`src/rtl/instr_fetch_unit_pkg.sv`:
```
// Shared types and constants for the instruction fetch unit: FSM states,
// queue entry layout and the fetch address helpers.
package instr_fetch_unit_pkg;

  localparam logic [31:0] IFU_RESET_PC = 32'h0000_0000;
  localparam int unsigned IFU_INSTR_W  = 32;
  localparam int unsigned IFU_PC_STEP  = 4;

  typedef enum logic {
    IFU_ST_FETCH = 1'b0,
    IFU_ST_DRAIN = 1'b1
  } ifu_state_e;

  typedef struct packed {
    logic [31:0]            pc;
    logic [IFU_INSTR_W-1:0] instr;
  } fetch_entry_t;

  function automatic logic [31:0] ifu_word_align(input logic [31:0] addr);
    return addr & ~32'h0000_0003;
  endfunction

  function automatic logic [31:0] ifu_next_pc(input logic [31:0] pc);
    return pc + 32'(IFU_PC_STEP);
  endfunction

endpackage

```
`src/rtl/instr_fetch_unit_if.sv`:
```
// Bundle of the fetch unit's redirect, instruction-memory and core-facing
// handshakes. The master modport is the fetch unit's view.
interface instr_fetch_unit_if;
  import instr_fetch_unit_pkg::*;

  logic                   redirect_valid;
  logic [31:0]            redirect_pc;
  logic                   imem_req_valid;
  logic                   imem_req_ready;
  logic [31:0]            imem_req_addr;
  logic                   imem_rsp_valid;
  logic [IFU_INSTR_W-1:0] imem_rsp_data;
  logic                   out_valid;
  logic                   out_ready;
  logic [31:0]            out_pc;
  logic [IFU_INSTR_W-1:0] out_instr;

  modport master (
    input  redirect_valid, redirect_pc,
    input  imem_req_ready, imem_rsp_valid, imem_rsp_data,
    input  out_ready,
    output imem_req_valid, imem_req_addr,
    output out_valid, out_pc, out_instr
  );

  modport slave (
    output redirect_valid, redirect_pc,
    output imem_req_ready, imem_rsp_valid, imem_rsp_data,
    output out_ready,
    input  imem_req_valid, imem_req_addr,
    input  out_valid, out_pc, out_instr
  );

endinterface

```
`src/rtl/instr_fetch_unit_fetch_fifo.sv`:
```
// Registered in-order queue of {pc, instr} entries with synchronous flush.
// No bypass: a pushed entry appears on head_o the cycle after the push.
module fetch_fifo
  import instr_fetch_unit_pkg::*;
#(
  parameter int unsigned DEPTH = 4
) (
  input  logic                         clk,
  input  logic                         rst,
  input  logic                         flush_i,
  input  logic                         push_i,
  input  fetch_entry_t                 push_entry_i,
  input  logic                         pop_i,
  output fetch_entry_t                 head_o,
  output logic [$clog2(DEPTH+1)-1:0]   count_o
);

  localparam int unsigned AW = (DEPTH > 1) ? $clog2(DEPTH) : 1;
  localparam int unsigned CW = $clog2(DEPTH + 1);

  fetch_entry_t   mem_q [DEPTH];
  logic [AW-1:0]  rd_ptr_q, rd_ptr_d;
  logic [AW-1:0]  wr_ptr_q, wr_ptr_d;
  logic [CW-1:0]  count_q, count_d;

  always_comb begin
    rd_ptr_d = rd_ptr_q;
    wr_ptr_d = wr_ptr_q;
    count_d  = count_q;
    if (flush_i) begin
      rd_ptr_d = '0;
      wr_ptr_d = '0;
      count_d  = '0;
    end else begin
      if (push_i) wr_ptr_d = wr_ptr_q + AW'(1);
      if (pop_i)  rd_ptr_d = rd_ptr_q + AW'(1);
      if (push_i && !pop_i)      count_d = count_q + CW'(1);
      else if (!push_i && pop_i) count_d = count_q - CW'(1);
    end
  end

  always_ff @(posedge clk) begin
    if (!rst) begin
      rd_ptr_q <= '0;
      wr_ptr_q <= '0;
      count_q  <= '0;
    end else begin
      rd_ptr_q <= rd_ptr_d;
      wr_ptr_q <= wr_ptr_d;
      count_q  <= count_d;
    end
  end

  // Storage carries no reset; validity is tracked by count_q alone.
  always_ff @(posedge clk) begin
    if (push_i && !flush_i) mem_q[wr_ptr_q] <= push_entry_i;
  end

  assign head_o  = mem_q[rd_ptr_q];
  assign count_o = count_q;

endmodule

```
`src/rtl/instr_fetch_unit.sv`:
```
// Decoupled fetch stage: credit-limited requests to instruction memory,
// in-order response queue toward the core, redirect flush with response drain.
module instr_fetch_unit
  import instr_fetch_unit_pkg::*;
#(
  parameter int unsigned DEPTH    = 4,
  parameter logic [31:0] RESET_PC = IFU_RESET_PC
) (
  input  logic               clk,
  input  logic               rst,
  instr_fetch_unit_if.master bus
);

  localparam int unsigned CW = $clog2(DEPTH + 1);

  ifu_state_e    state_q, state_d;
  logic [31:0]   fetch_pc_q, fetch_pc_d;
  logic [31:0]   rsp_pc_q, rsp_pc_d;
  logic [CW-1:0] outstanding_q, outstanding_d;
  logic [CW-1:0] drop_cnt_q, drop_cnt_d;

  logic [CW-1:0] fifo_count;
  fetch_entry_t  fifo_head;
  fetch_entry_t  push_entry;
  logic          fifo_push;
  logic          fifo_pop;
  logic [CW:0]   credit_used;
  logic          has_credit;
  logic          req_fire;
  logic [31:0]   redirect_aligned;

  // Queued entries plus requests in flight may never exceed DEPTH, so a
  // response always finds a free queue slot.
  assign credit_used = {1'b0, fifo_count} + {1'b0, outstanding_q};
  assign has_credit  = credit_used < (CW+1)'(DEPTH);

  assign bus.imem_req_valid = rst && (state_q == IFU_ST_FETCH) && has_credit;
  assign bus.imem_req_addr  = fetch_pc_q;
  assign req_fire           = bus.imem_req_valid && bus.imem_req_ready;

  assign bus.out_valid = rst && (fifo_count != '0);
  assign bus.out_pc    = fifo_head.pc;
  assign bus.out_instr = fifo_head.instr;
  assign fifo_pop      = bus.out_valid && bus.out_ready;

  assign fifo_push = (state_q == IFU_ST_FETCH) && bus.imem_rsp_valid && !bus.redirect_valid;
  assign push_entry = '{pc: rsp_pc_q, instr: bus.imem_rsp_data};

  assign redirect_aligned = ifu_word_align(bus.redirect_pc);

  fetch_fifo #(
    .DEPTH(DEPTH)
  ) u_fifo (
    .clk          (clk),
    .rst          (rst),
    .flush_i      (bus.redirect_valid),
    .push_i       (fifo_push),
    .push_entry_i (push_entry),
    .pop_i        (fifo_pop),
    .head_o       (fifo_head),
    .count_o      (fifo_count)
  );

  always_comb begin
    state_d       = state_q;
    fetch_pc_d    = fetch_pc_q;
    rsp_pc_d      = rsp_pc_q;
    outstanding_d = outstanding_q;
    drop_cnt_d    = drop_cnt_q;

    case (state_q)
      IFU_ST_FETCH: begin
        if (req_fire) begin
          fetch_pc_d    = ifu_next_pc(fetch_pc_q);
          outstanding_d = outstanding_d + CW'(1);
        end
        if (bus.imem_rsp_valid) begin
          rsp_pc_d      = ifu_next_pc(rsp_pc_q);
          outstanding_d = outstanding_d - CW'(1);
        end
        // Everything still in flight after this edge belongs to the old
        // path; it moves from the credit count into the drop count.
        if (bus.redirect_valid) begin
          fetch_pc_d    = redirect_aligned;
          rsp_pc_d      = redirect_aligned;
          drop_cnt_d    = outstanding_d;
          outstanding_d = '0;
          state_d       = (drop_cnt_d != '0) ? IFU_ST_DRAIN : IFU_ST_FETCH;
        end
      end

      IFU_ST_DRAIN: begin
        if (bus.imem_rsp_valid && (drop_cnt_q != '0)) begin
          drop_cnt_d = drop_cnt_q - CW'(1);
        end
        if (bus.redirect_valid) begin
          fetch_pc_d = redirect_aligned;
          rsp_pc_d   = redirect_aligned;
        end
        if (drop_cnt_d == '0) state_d = IFU_ST_FETCH;
      end

      default: state_d = IFU_ST_FETCH;
    endcase
  end

  always_ff @(posedge clk) begin
    if (!rst) begin
      state_q       <= IFU_ST_FETCH;
      fetch_pc_q    <= RESET_PC;
      rsp_pc_q      <= RESET_PC;
      outstanding_q <= '0;
      drop_cnt_q    <= '0;
    end else begin
      state_q       <= state_d;
      fetch_pc_q    <= fetch_pc_d;
      rsp_pc_q      <= rsp_pc_d;
      outstanding_q <= outstanding_d;
      drop_cnt_q    <= drop_cnt_d;
    end
  end

  a_credit_bound: assert property (@(posedge clk) disable iff (!rst)
    credit_used <= (CW+1)'(DEPTH));

  a_drain_has_drops: assert property (@(posedge clk) disable iff (!rst)
    (state_q == IFU_ST_DRAIN) |-> (drop_cnt_q != '0));

  a_no_push_when_full: assert property (@(posedge clk) disable iff (!rst)
    fifo_push |-> (fifo_count < CW'(DEPTH)));

endmodule
```
`src/flat_wrapper.sv`:
```
// flat-port wrapper written by rule: the top's interface ports become plain ports
module instr_fetch_unit_flat import instr_fetch_unit_pkg::*;
#(
  parameter int unsigned DEPTH    = 4,
  parameter logic [31:0] RESET_PC = IFU_RESET_PC
)
  (clk, rst, bus_redirect_valid, bus_redirect_pc, bus_imem_req_ready, bus_imem_rsp_valid, bus_imem_rsp_data, bus_out_ready, bus_imem_req_valid, bus_imem_req_addr, bus_out_valid, bus_out_pc, bus_out_instr);
  instr_fetch_unit_if bus_i ();
  input  logic clk;
  input  logic rst;
  input wire logic [$bits(bus_i.redirect_valid)-1:0] bus_redirect_valid;
  input wire logic [$bits(bus_i.redirect_pc)-1:0] bus_redirect_pc;
  input wire logic [$bits(bus_i.imem_req_ready)-1:0] bus_imem_req_ready;
  input wire logic [$bits(bus_i.imem_rsp_valid)-1:0] bus_imem_rsp_valid;
  input wire logic [$bits(bus_i.imem_rsp_data)-1:0] bus_imem_rsp_data;
  input wire logic [$bits(bus_i.out_ready)-1:0] bus_out_ready;
  output wire logic [$bits(bus_i.imem_req_valid)-1:0] bus_imem_req_valid;
  output wire logic [$bits(bus_i.imem_req_addr)-1:0] bus_imem_req_addr;
  output wire logic [$bits(bus_i.out_valid)-1:0] bus_out_valid;
  output wire logic [$bits(bus_i.out_pc)-1:0] bus_out_pc;
  output wire logic [$bits(bus_i.out_instr)-1:0] bus_out_instr;
  assign bus_i.redirect_valid = bus_redirect_valid;
  assign bus_i.redirect_pc = bus_redirect_pc;
  assign bus_i.imem_req_ready = bus_imem_req_ready;
  assign bus_i.imem_rsp_valid = bus_imem_rsp_valid;
  assign bus_i.imem_rsp_data = bus_imem_rsp_data;
  assign bus_i.out_ready = bus_out_ready;
  assign bus_imem_req_valid = bus_i.imem_req_valid;
  assign bus_imem_req_addr = bus_i.imem_req_addr;
  assign bus_out_valid = bus_i.out_valid;
  assign bus_out_pc = bus_i.out_pc;
  assign bus_out_instr = bus_i.out_instr;
  instr_fetch_unit #(.DEPTH(DEPTH), .RESET_PC(RESET_PC)) u_core (.clk(clk), .rst(rst), .bus(bus_i));
endmodule
```
`config.mk`:
```
export PLATFORM = sky130hd
export DESIGN_NAME = instr_fetch_unit_flat
export DESIGN_NICKNAME = d
export VERILOG_FILES = /design/src/rtl/instr_fetch_unit_pkg.sv /design/src/rtl/instr_fetch_unit_if.sv /design/src/rtl/instr_fetch_unit_fetch_fifo.sv /design/src/rtl/instr_fetch_unit.sv /design/src/flat_wrapper.sv
export SDC_FILE = /design/constraint.sdc
export NUM_CORES = 1
export LEC_CHECK = 0
export CORE_ASPECT_RATIO = 0.8
export CORE_MARGIN = 1
export CORE_UTILIZATION = 25
export DETAILED_ROUTE_END_ITERATION = 10
export PLACE_DENSITY = 0.51
export SYNTH_ARGS = -nofsm -noshare
export SYNTH_HDL_FRONTEND = slang
export SYNTH_SLANG_ARGS = --single-unit
export TNS_END_PERCENT = 10
```
`constraint.sdc`:
```
create_clock -name clk -period 6.5 [get_ports clk]
set_clock_uncertainty 0.1 [all_clocks]
set_input_delay 1.3 -clock clk [delete_from_list [all_inputs] [get_ports clk]]
set_output_delay 1.3 -clock clk [all_outputs]
set_load 0.1 [all_outputs]
```
# Yosys cells after proc, flatten, opt, wreduce, memory -nomap -nowiden
# Memory sizes are Yosys's and may differ from the RTL's. A register that Yosys moved wholly into a read port is not among the register bits.
# Cells that the tools add are included.
# word_totals
register_bits,78
ramBits,256
in_bits,70
output_inout_bits,98
elab_cells,74
memories,1
# op_classes
addsub,10
n_lt_le_gt_ge,1
eq_ne,4
n_mux,26
bitwise_logic,2
reduce_logical,22
# memory_table
memory,depth,word_bits,read_ports,rd_clocked_by_memory_dff,write_ports,line,source
u_core.u_fifo.mem_q,4,64,1,1,1,instr_fetch_unit_fetch_fifo.sv:21,fetch_entry_t mem_q [DEPTH];
# op_table
cell,count
$mux W32,5
$pmux W32 S2,2
$add A32 B3 Y32 const B,2
$mux W3,10
$logic_and A1 B1 Y1,11
$reduce_bool A3 Y1,3
$sub A3 B1 Y3 const B,3
$add A3 B1 Y3 const B,2
$pmux W3 S2,1
$mux W1,5
$add A2 B1 Y2 const B,2
$add A3 B3 Y4,1
$lt A4 B3 Y1 const B,1
$mux W2,2
$ne A2 B2 Y1 const B,2
$reduce_and A2 Y1,2
$logic_not A1 Y1,3
$logic_not A3 Y1,1
$ne A3 B2 Y1 const B,1
$ne A3 B3 Y1 const B,1
$not A1 Y1,2
$pmux W1 S2,1
$reduce_bool A2 Y1,1
$reduce_or A2 Y1,1

# Longest topological paths before layout
# logic_depth
ltp_word,13
mapped_depth,11
ltp_nobuf,10

# Hierarchy
# From an unflattened synthesis, not the netlist that was laid out.
# unflattened
hier_cells,949
hier_area_um2,13992.2
# by_module_without_submodules
mod,instances,cells_per_inst,area_per_inst_um2,seq_area_each_um2
fetch_fifo,1,378,9739.3,7867.5
instr_fetch_unit,1,571,4252.8,1341.3

# Worst setup path after synthesis
# No wires, ideal clock.
# synth_path
path_type,in2out
from,in rst
to,out bus_imem_req_valid
arrival_ps,4536
required_time_ps,5100
path_slack_ps,564
cell_stages,3
path_buffers,1
cell_sequence,clkbuf_1 nand2b_1 nor4_1
# synth_via
elab_chain_len,2
# synth_lines
element,line,source
start: declaration,flat_wrapper.sv:10,input logic rst;
$logic_and A1 B1 Y1 (2 in series),instr_fetch_unit.sv:37,assign bus.imem_req_valid = rst && (state_q == IFU_ST_FETCH) && has_credit;
end: declaration,flat_wrapper.sv:17,output wire logic [$bits(bus_i.imem_req_valid)-1:0] bus_imem_req_valid;
# No other way between the ends.

==> results.sh <==
export IMPL_critPathKind="flop to primary output"
export IMPL_power_density_mw_per_mm2=297.0
export IMPL_via_count=8841
export IMPL_cts_hold_repair_buffers=0
export IMPL_synthToLayoutAreaGrowth_pct=26.20
export IMPL_arrival_ps=3440
export IMPL_post_drt_wl_per_cell_um=19.87
export IMPL_cts_sinks=324
export IMPL_grtUsageTotal=0.1300
export IMPL_p_int_mw=3.673
export IMPL_cts_buffers=35
export IMPL_place_hpwl_um=24100
export IMPL_max_vdd_ir_drop_uv=147.5
export IMPL_worstSkewPairLatency_ps=530
export IMPL_p_seq_frac=0.467
export IMPL_synth_simple_gate_area_frac=0.09560
export IMPL_ys_seq_area_frac=0.6576
export IMPL_synthFlopType="edfxtp_1"
export IMPL_start_util=0.2534
export IMPL_hold_path_end="u_core.bus.imem_req_addr[31]$_SDFFE_PN0P_"
export IMPL_synth_area_leaders="edfxtp_1, dfxtp_1, mux4_2"
export IMPL_clk_path_buf_depth=3
export IMPL_yosys_warnings=0
export IMPL_clkPwrFrac=0.387
export IMPL_path_max_fanout=38
export IMPL_switching_share=0.2816
export IMPL_r2r_slack_ps=3250
export IMPL_min_period_ps=4844
export IMPL_fmax_ghz=0.2065
export IMPL_synthAdderAreaFrac=0.01339
export IMPL_dp_slack_ps=1867
export IMPL_rsz0062_at_grt="no"
export IMPL_avgSynthCellArea_sq_um=14.45
export IMPL_firstDrtPassIters=5
export IMPL_io_buffers=161
export IMPL_synth_edf_count=248
export IMPL_placed_area_sq_mm=0.01608
export IMPL_status="finished, final reports clean"
export IMPL_vias_per_cell=4.818
export IMPL_setup_violations_final=0
export IMPL_die_w_um=263.1
export IMPL_cp_end_kind="primary output"
export IMPL_syn_inst=944
export IMPL_cts_setup_buffers=0
export IMPL_fin_area_sq_mm=0.01721
export IMPL_p_leak_nw=5.480
export IMPL_synth_xor_area_frac=0.009633
export IMPL_worstMarginPinSlew_ps=1166
export IMPL_die_h_um=210.9
export IMPL_reg2reg_from="u_core.u_fifo.count_o[2]$_SDFFE_PP0P_"
export IMPL_ant_nets=0
export IMPL_timing_final_crit_share=0.7452
export IMPL_first_global_vias=8764
export IMPL_htree_levels=2
export IMPL_ys_ff_latch=324
export IMPL_synth_cell_type_count=69
export IMPL_drive_above_1_share=0.1395
export IMPL_min_path_cells=2
export IMPL_grt_ovfl_total=0
export IMPL_synth_area_sq_mm=0.01364
export IMPL_core_sq_mm=0.05382
export IMPL_worstPathRequired_ps=5100
export IMPL_ctsResizeCount=0
export IMPL_total_power_mw=5.112
export IMPL_grt_antenna_before_repair=1
export IMPL_tns_ps=0
export IMPL_hold_violations=0
export IMPL_p_switching_mw=1.439
export IMPL_n_antenna_cell=0
export IMPL_clkTransAtPathRegs_ps=60
export IMPL_r2r_end="u_core.state_q$_SDFF_PN0_"
export IMPL_whs_ps=393.5
export IMPL_setup_slack_ps=1656
export IMPL_yosys_mux_area_fraction=0.1046
export IMPL_finalMaxSlewViolations=0
export IMPL_grt_first_pass_wirelength_um=55300
export IMPL_slew_headroom=0.2155
export IMPL_ios=168
export IMPL_synth_compound_area_share=0.09697
export IMPL_cts_root_buffer="clkbuf_16"
export IMPL_row_count=76
export IMPL_ys_async_sr_fraction=0
export IMPL_worstHoldPathType="flop to flop"
export IMPL_maxCapViolCount=0
export IMPL_p_comb_frac=0.145
export IMPL_final_net_count=1191
export IMPL_drc_errors=0
export IMPL_cts_tree="done"
export IMPL_ys_top_cells_by_count="edfxtp_1, dfxtp_1, nand2_1"
export IMPL_grt_max_degree=63
export IMPL_synth_top_area_cell="edfxtp_1"
export IMPL_gp_congestion=0.8200
export IMPL_start_kind="flop"
export IMPL_drtIter0Drc=782
export IMPL_totalWireLength_um=36460
export IMPL_synth_top_family_by_area="multiplexers"
export IMPL_dieArea_sq_mm=0.05550
export IMPL_r2r_cells=10
export IMPL_yosysMostFrequentCell="edfxtp_1"
export IMPL_hold_start="u_core.bus.imem_req_addr[31]$_SDFFE_PN0P_"
export IMPL_synth_top_area_share=0.5461
-- cells by family after synthesis --
family,after synthesis
buf+inv,75
other cells,1
compound gates,197
flops,324
simple gates,253
fa+ha+maj,14
mux,65
xor+xnor,15
-- worst max-delay path by stage --
stage | startpoint | to | slack [ps] | cells after the start
after floorplan | rst | bus_imem_req_valid | 560 | 3
after global placement | rst | bus_out_valid | 1850 | 3
after detailed placement | rst | bus_out_valid | 1870 | 3
after CTS | flop | bus_out_instr[28] | 1520 | 3
after global routing | flop | bus_out_instr[30] | 1420 | 3
final | flop | bus_out_instr[18] | 1660 | 3
-- placed cells by master (no fill, tap or decap), types with 24 or more instances in the layout --
cell type        count
a21oi_1             45
nor2_1              43
dfxtp_1             74
clkdlybuf4s50_1    159
mux4_2              62
o21ai_0             48
edfxtp_1           248
nand3_1             24
nand2_1             73
clkbuf_16           35
-- critical path: stages (launching register included) --
cell,delay (ps)
dfxtp_4,870
buf_4,450
mux4_2,570
clkdlybuf4s50_1,990
-- per-layer routing --
metal	track usage	routed length, um	vias to the layer above
li1	-	-	4065
met1	0.1917	17550	4424
met2	0.1958	15900	311
met3	0.02879	2447	41
met4	0.02420	562	0
met5	0	0	-
-- power by group through the flow --
stage | Sequential (mW) | Clock [mW] | Combinational, mW
2_1_floorplan | 2.50 | 0 | 0.432
3_3_place_gp | 2.43 | 0 | 0.740
3_5_place_dp | 2.43 | 0 | 0.745
4_1_cts | 2.39 | 2.04 | 0.747
5_1_grt | 2.40 | 2.12 | 0.785
6_report | 2.39 | 1.98 | 0.742
-- through the flow --
stage / cells / utilization
after floorplan: 947 / -
after global placement: 1772 / 0.2987
after detailed placement: 1772 / 0.2987
after CTS: 1835 / 0.3198
after global routing: 1835 / 0.3198
final: 1835 / 0.3198
-- registers in the layout (all words and copies together) (netlist names), named ones only --
name,flops
u_core.u_fifo.wr_ptr_q,2
u_core.u_fifo.count_o,3
u_core.u_fifo.rd_ptr_q,2
u_core.drop_cnt_q,3
u_core.u_fifo.mem_q,248
u_core.rsp_pc_q,30
u_core.bus.imem_req_addr,30
u_core.state_q,1
u_core.outstanding_q,3
-- area by class of cell --
class	instances	area [sq um]
fillers	5326	36610
clock inverters	15	188.9
clock buffers	48	944.7
repair buffers	180	1747
inverters	18	67.56
well taps	702	878.3
multi-input cells	548	4409
flip-flops and latches	324	8976
Note: power is estimated with default switching activity, not from simulation.
